## src/rtl/sync_debounce_pkg.sv

```systemverilog
// Shared definitions for the clkB-domain level debouncer: FSM state
// encodings and glitch-counter geometry.
package sync_debounce_pkg;

  typedef logic [1:0] state_t;

  // Stable states carry the accepted level; candidate states hold the old one.
  localparam logic [1:0] ST_LO  = 2'b00;
  localparam logic [1:0] CHK_HI = 2'b01;
  localparam logic [1:0] ST_HI  = 2'b10;
  localparam logic [1:0] CHK_LO = 2'b11;

  // Rejected-glitch counter width and the value it sticks at.
  localparam int                  GLITCH_W   = 8;
  localparam logic [GLITCH_W-1:0] GLITCH_MAX = 8'd255;

endpackage

```

## src/rtl/sync_edge_pulse.sv

```systemverilog
// Clean-level register with rise/fall pulse generation for clkB consumers.
// The block owns the level flop, so the previous level is its delayed copy.
// The pulse is therefore registered on the same edge the level changes, and
// all three outputs come straight from flops.
module sync_edge_pulse #(
  parameter bit INIT_LEVEL = 1'b0
) (
  input  logic clkB,
  input  logic rstB_n,
  input  logic LevelNext_clkB,
  output logic Level_clkB,
  output logic Rise_clkB,
  output logic Fall_clkB
);

  // Capture the new level and flag the direction of any change
  always_ff @(posedge clkB or negedge rstB_n) begin
    if (!rstB_n) begin
      Level_clkB <= INIT_LEVEL;
      Rise_clkB  <= 1'b0;
      Fall_clkB  <= 1'b0;
    end else begin
      Level_clkB <= LevelNext_clkB;
      Rise_clkB  <= LevelNext_clkB & ~Level_clkB;
      Fall_clkB  <= ~LevelNext_clkB & Level_clkB;
    end
  end

endmodule

```

## src/rtl/sync_level_debounce.sv

```systemverilog
// Debounces an already-synchronized clkB level.
// A new level is accepted only after STABLE_CYCLES consecutive matching samples.
// Optional macro SYNC_DEBOUNCE_GLITCH_CNT_EN adds a saturating rejected-glitch
// counter, together with its GlitchClr_clkB and GlitchCnt_clkB ports.
module sync_level_debounce
  import sync_debounce_pkg::*;
#(
  parameter int unsigned STABLE_CYCLES = 1000,
  parameter bit          INIT_LEVEL    = 1'b0
) (
  input  logic                clkB,
  input  logic                rstB_n,
  input  logic                SignalSync_clkB,
  output logic                Level_clkB,
  output logic                Rise_clkB,
  output logic                Fall_clkB
`ifdef SYNC_DEBOUNCE_GLITCH_CNT_EN
  ,
  input  logic                GlitchClr_clkB,
  output logic [GLITCH_W-1:0] GlitchCnt_clkB
`endif
);

  localparam int               CNT_W      = $clog2(STABLE_CYCLES);
  localparam logic [CNT_W-1:0] CNT_LAST   = CNT_W'(STABLE_CYCLES - 1);
  localparam logic [1:0]       RST_STATE  = INIT_LEVEL ? ST_HI : ST_LO;

  state_t           state;
  state_t           stateNext;
  logic [CNT_W-1:0] cnt;
  logic [CNT_W-1:0] cntNext;
  logic             levelNext;

  // Next-state and run-length counter; cnt stops at CNT_LAST and never wraps
  always_comb begin
    stateNext = state;
    cntNext   = cnt;
    case (state)
      ST_LO: begin
        if (SignalSync_clkB) begin
          stateNext = CHK_HI;
          cntNext   = CNT_W'(1);
        end
      end
      CHK_HI: begin
        if (!SignalSync_clkB) begin
          stateNext = ST_LO;
          cntNext   = '0;
        end else if (cnt == CNT_LAST) begin
          stateNext = ST_HI;
          cntNext   = '0;
        end else begin
          cntNext   = cnt + CNT_W'(1);
        end
      end
      ST_HI: begin
        if (!SignalSync_clkB) begin
          stateNext = CHK_LO;
          cntNext   = CNT_W'(1);
        end
      end
      CHK_LO: begin
        if (SignalSync_clkB) begin
          stateNext = ST_HI;
          cntNext   = '0;
        end else if (cnt == CNT_LAST) begin
          stateNext = ST_LO;
          cntNext   = '0;
        end else begin
          cntNext   = cnt + CNT_W'(1);
        end
      end
      default: begin
        stateNext = RST_STATE;
        cntNext   = '0;
      end
    endcase
  end

  // Clean level is high in ST_HI and while a drop is still being qualified
  always_comb begin
    levelNext = (stateNext == ST_HI) || (stateNext == CHK_LO);
  end

  // FSM state and counter registers; reset discards any candidate in flight
  always_ff @(posedge clkB or negedge rstB_n) begin
    if (!rstB_n) begin
      state <= RST_STATE;
      cnt   <= '0;
    end else begin
      state <= stateNext;
      cnt   <= cntNext;
    end
  end

  sync_edge_pulse #(
    .INIT_LEVEL (INIT_LEVEL)
  ) uEdgePulse (
    .clkB           (clkB),
    .rstB_n         (rstB_n),
    .LevelNext_clkB (levelNext),
    .Level_clkB     (Level_clkB),
    .Rise_clkB      (Rise_clkB),
    .Fall_clkB      (Fall_clkB)
  );

`ifdef SYNC_DEBOUNCE_GLITCH_CNT_EN
  logic glitchEvt;

  // A glitch is a candidate that falls back to the stable state it left
  always_comb begin
    glitchEvt = ((state == CHK_HI) && !SignalSync_clkB) ||
                ((state == CHK_LO) &&  SignalSync_clkB);
  end

  // Saturating glitch counter; clear wins over a same-edge increment
  always_ff @(posedge clkB or negedge rstB_n) begin
    if (!rstB_n) begin
      GlitchCnt_clkB <= '0;
    end else if (GlitchClr_clkB) begin
      GlitchCnt_clkB <= '0;
    end else if (glitchEvt && (GlitchCnt_clkB != GLITCH_MAX)) begin
      GlitchCnt_clkB <= GlitchCnt_clkB + GLITCH_W'(1);
    end
  end
`endif

endmodule

```

## config.mk

```make
export PLATFORM = sky130hd
export DESIGN_NAME = sync_level_debounce
export DESIGN_NICKNAME = d
export VERILOG_FILES = /design/src/rtl/sync_debounce_pkg.sv /design/src/rtl/sync_edge_pulse.sv /design/src/rtl/sync_level_debounce.sv
export SDC_FILE = /design/constraint.sdc
export NUM_CORES = 1
export LEC_CHECK = 0
export CORE_MARGIN = 1
export CORE_UTILIZATION = 31
export CTS_BUF_LIST = sky130_fd_sc_hd__clkbuf_16
export CTS_CLUSTER_SIZE = 12
export DETAILED_ROUTE_END_ITERATION = 7
export PLACE_DENSITY = 0.53
export SLEW_MARGIN = 20
export SYNTH_ARGS = -nofsm -noshare
export SYNTH_HDL_FRONTEND = slang
export SYNTH_HIERARCHICAL = 1
export SYNTH_SLANG_ARGS = --single-unit
```

## constraint.sdc

```tcl
create_clock -name clkB -period 2.7 [get_ports clkB]
set_input_delay 0.81 -clock clkB [delete_from_list [all_inputs] [get_ports clkB]]
set_output_delay 0.81 -clock clkB [all_outputs]
set_load 0.02 [all_outputs]
```

==> impl_metrics.sql <==
INSERT INTO impl_metrics (metric_group, metric, value, unit) VALUES
('cts', 'cts.repair.resized', '0', ''),
('setup_path', 'worstSetupPathType', 'input pin to flip-flop', ''),
('setup_path', 'slowest_stage', 'sky130_fd_sc_hd__clkdlybuf4s50_1', ''),
('setup_path', 'critical_path.endpoint_type', 'flip-flop', ''),
('synthesis', 'yosysWarningCount', '6', ''),
('setup_path', 'worstPathMaxFanout', '9', ''),
('finish', 'layout-area-overhead-vs-synth', '23.00', '%'),
('drt', 'detail_route.drc_violations', '0', ''),
('sta', 'period_share', '0.8208', ''),
('placed_design', 'detailedPlace.worstSlack', '0.2166', 'ns'),
('setup_path', 'required', '2.86', 'ns'),
('drt', 'vias', '587', ''),
('setup_path', 'cp-start-kind', 'input pin', ''),
('synthesis', 'post_synth_instance_area', '750.7', 'um2'),
('placed_design', 'place.port_buffers', '5', ''),
('setup_path', 'worstPathArrival', '2.38', 'ns'),
('sta', 'slew_headroom', '0.5464', ''),
('sta', 'fin_hold_ws', '0.4533', 'ns'),
('floorplan', 'dieArea', '2622', 'um2'),
('hold_path', 'holdCritPathClass', 'flip-flop to flip-flop', ''),
('sta', 'setup_viol', '0', ''),
('cts', 'cts_root_buffer', 'sky130_fd_sc_hd__clkbuf_16', ''),
('status', 'status', 'finished clean', ''),
('floorplan', 'die_width', '51.21', 'um'),
('cts', 'postCtsHoldBufs', '0', ''),
('placed_design', 'place.gp.congestion', '0.6878', ''),
('finish', 'antenna_cells_inserted', '0', ''),
('cts', 'clk_transition_reported_paths', '0.05', 'ns'),
('floorplan', 'die_height', '51.21', 'um'),
('cts', 'numClockSinks', '15', ''),
('grt', 'vias_in_the_first_global_route', '581', ''),
('drt', 'drt_iter0_markers', '6', ''),
('synthesis', 'mappedNetlistNets', '77', ''),
('setup_path', 'crit_chain', 'clkdlybuf4s50_1 > xor2_2 > nand2_2 > or4_1 > o211ai_1', ''),
('synthesis', 'synth_flop_cell', 'sky130_fd_sc_hd__dfrtp_1', ''),
('power', 'power.static_leakage', '0.3737', 'nW'),
('sta', 'worst_pin_slew', '0.6783', 'ns'),
('power', 'power_density', '653.4', 'nW/um2'),
('synthesis', 'synth_edf_count', '0', ''),
('floorplan', 'floorplan.core_area', '2255', 'um2'),
('sta', 'totalNegativeSetupSlack', '0', 'ns'),
('finish', 'finalCoreUtilization', '0.4095', ''),
('synthesis', 'post_synth_main_area_contributors', 'sky130_fd_sc_hd__dfrtp_1 50%, sky130_fd_sc_hd__nand2_1 6.0%, sky130_fd_sc_hd__o211ai_1 4.0%, sky130_fd_sc_hd__o21ai_0 3.3%, sky130_fd_sc_hd__mux2_2 3.0%', ''),
('synthesis', 'synth.most_common_cell', 'sky130_fd_sc_hd__dfrtp_1', ''),
('sta', 'clock-skew-final', '0.001657', 'ns'),
('drt', 'drt-total-wl', '1436', 'um'),
('synthesis', 'post_synth.cell_area_avg', '10.28', 'um2'),
('drt', 'detail-route-antenna-nets', '0', ''),
('finish', 'share_of_final_layout_standard_cells_stronger_than_drive_strength_1', '0.1446', ''),
('floorplan', 'row_count', '17', ''),
('placed_design', 'dpl.hpwl', '1009', 'um'),
('grt', 'globalRouteOverflowTotal', '0', ''),
('setup_path', 'worst_path_dominant_cell_family', 'simple AND/OR/NAND/NOR gates', ''),
('drt', 'number_of_iterations_in_the_first_detailed_routing_pass', '4', ''),
('placed_design', 'place.detailed.instances', '107', ''),
('grt', 'gr-usage-all-layers', '0.1291', ''),
('grt', 'grt_start_max_net_pins', '16', ''),
('synthesis', 'async_flop_share', '1.000', ''),
('finish', 'fin_nets', '88', ''),
('sta', 'achievable-frequency', '451.2', 'MHz'),
('sta', 'finalMaxSlewViolations', '0', ''),
('synthesis', 'ys_types', '31', ''),
('synthesis', 'synthesis.instances', '73', ''),
('drt', 'post_drt_wl_per_cell', '12.94', 'um'),
('floorplan', 'design.portCount', '6', ''),
('sta', 'worst_slack', '0.4837', 'ns'),
('run', 'max_cap_viol_count', '0', ''),
('sta', 'rsz0062_at_grt', 'no', ''),
('floorplan', 'initial_utilization', '0.3330', ''),
('grt', 'grt_first_pass_wirelength', '2428', 'um'),
('finish', 'finish.cell_count_without_fillers', '111', '');
[logic make-up (layout without fill, tap and decap cells)]
group | count (synthesis) | after routing | share of synthesized area
flops | 15 | 15 | 0.5000
xor+xnor | 1 | 1 | 0.02167
fa+ha+maj | 1 | 1 | 0.01666
simple gates | 36 | 36 | 0.2733
buf+inv | 1 | 11 | 0.004995
compound gates | 17 | 17 | 0.1533
mux | 2 | 2 | 0.03000
[per-stage QoR]
| stage | power (W) | area, um2 |
|---|---|---|
| floorplan | 0.0002938 | 750.7 |
| CTS | 0.0006132 | 923.4 |
| global route | 0.0006287 | 923.4 |
| finish | 0.0006033 | 923.4 |
| global placement | 0.0003199 | 843.3 |
| detailed placement | 0.0003214 | 843.3 |
[worst reg2reg max path: stages (launching register included)]
cell                       delay (ns)
sky130_fd_sc_hd__dfrtp_1         0.38
sky130_fd_sc_hd__ha_1            0.23
sky130_fd_sc_hd__and4bb_2        0.25
sky130_fd_sc_hd__nor3b_1         0.33
sky130_fd_sc_hd__nand2_1         0.16
sky130_fd_sc_hd__mux2_2          0.26
sky130_fd_sc_hd__and2b_2         0.21
[cell usage in the layout (no fill, tap or decap)]
master / count
sky130_fd_sc_hd__dfrtp_1: 15
sky130_fd_sc_hd__nor2b_1: 1
sky130_fd_sc_hd__clkinv_2: 1
sky130_fd_sc_hd__or3_1: 3
sky130_fd_sc_hd__nand2_1: 12
sky130_fd_sc_hd__o21bai_1: 1
sky130_fd_sc_hd__and4bb_2: 1
sky130_fd_sc_hd__a211o_1: 1
sky130_fd_sc_hd__and2_1: 2
sky130_fd_sc_hd__nor2_1: 2
sky130_fd_sc_hd__nand4_1: 2
sky130_fd_sc_hd__clkdlybuf4s50_1: 5
sky130_fd_sc_hd__o211ai_1: 4
sky130_fd_sc_hd__o31ai_1: 1
sky130_fd_sc_hd__nand3_1: 2
sky130_fd_sc_hd__or4_1: 2
sky130_fd_sc_hd__a211oi_1: 1
sky130_fd_sc_hd__or2_2: 1
sky130_fd_sc_hd__and2b_2: 1
sky130_fd_sc_hd__a22o_1: 1
sky130_fd_sc_hd__clkbuf_16: 3
sky130_fd_sc_hd__and4_1: 2
sky130_fd_sc_hd__nor3b_1: 2
sky130_fd_sc_hd__buf_4: 1
sky130_fd_sc_hd__nand2_2: 1
sky130_fd_sc_hd__nor3_1: 1
sky130_fd_sc_hd__xor2_2: 1
sky130_fd_sc_hd__a21oi_1: 1
sky130_fd_sc_hd__o21a_1: 1
sky130_fd_sc_hd__o21ai_0: 5
sky130_fd_sc_hd__ha_1: 1
sky130_fd_sc_hd__mux2_2: 2
sky130_fd_sc_hd__a21o_1: 1
sky130_fd_sc_hd__and3_1: 1
sky130_fd_sc_hd__inv_1: 1
[final cells by class]
class | instances | area (um2) | share of cell area
sequential | 15 | 375.4 | 0.4065
timing repair buffer | 6 | 57.56 | 0.06233
clock inverter | 1 | 5.005 | 0.005420
inverter | 1 | 3.754 | 0.004065
multi-input combinational | 57 | 371.6 | 0.4024
tap | 28 | 35.03 | 0.03794
clock buffer | 3 | 75.07 | 0.08130
[flip-flops by register name (all words and copies together) (netlist names)]
signal / count
uEdgePulse/Fall_clkB: 1
uEdgePulse/Level_clkB: 1
cnt: 10
state: 2
uEdgePulse/Rise_clkB: 1
[power breakdown]
group          internal [W]  total (W)  switching [W]
clock              0.000198   0.000287      0.0000890
combinational     0.0000285  0.0000632      0.0000347
sequential         0.000240   0.000254      0.0000136
[routing by layer]
layer | track usage | up-vias | wire, um | part of all wire
met2 | 0.2281 | 6 | 714 | 0.50
met4 | 0.08108 | 0 | 37 | 0.026
met3 | 0.02976 | 5 | 43 | 0.030
met5 | 0 | - | 0 | 0
met1 | 0.1372 | 287 | 640 | 0.45
li1 | - | 289 | - | -
[path summary, 6_finish.rpt]
kind                                                        to  slack, ns  cells after the start                             from
worst min register to register  uEdgePulse/Rise_clkB$_DFF_PN0_       0.45                      1  uEdgePulse/Level_clkB$_DFF_PN0_
worst min-delay path            uEdgePulse/Rise_clkB$_DFF_PN0_       0.45                      1  uEdgePulse/Level_clkB$_DFF_PN0_
min in group asynchronous                   cnt[3]$_DFFE_PN0P_       0.98                      1                           rstB_n
worst max register to register  uEdgePulse/Fall_clkB$_DFF_PN0_       0.77                      6               cnt[0]$_DFFE_PN0P_
worst max-delay path                        cnt[7]$_DFFE_PN0P_       0.48                      5                  SignalSync_clkB
max in group asynchronous       uEdgePulse/Rise_clkB$_DFF_PN0_       1.29                      1                           rstB_n
(Power assumes the default switching activity.)
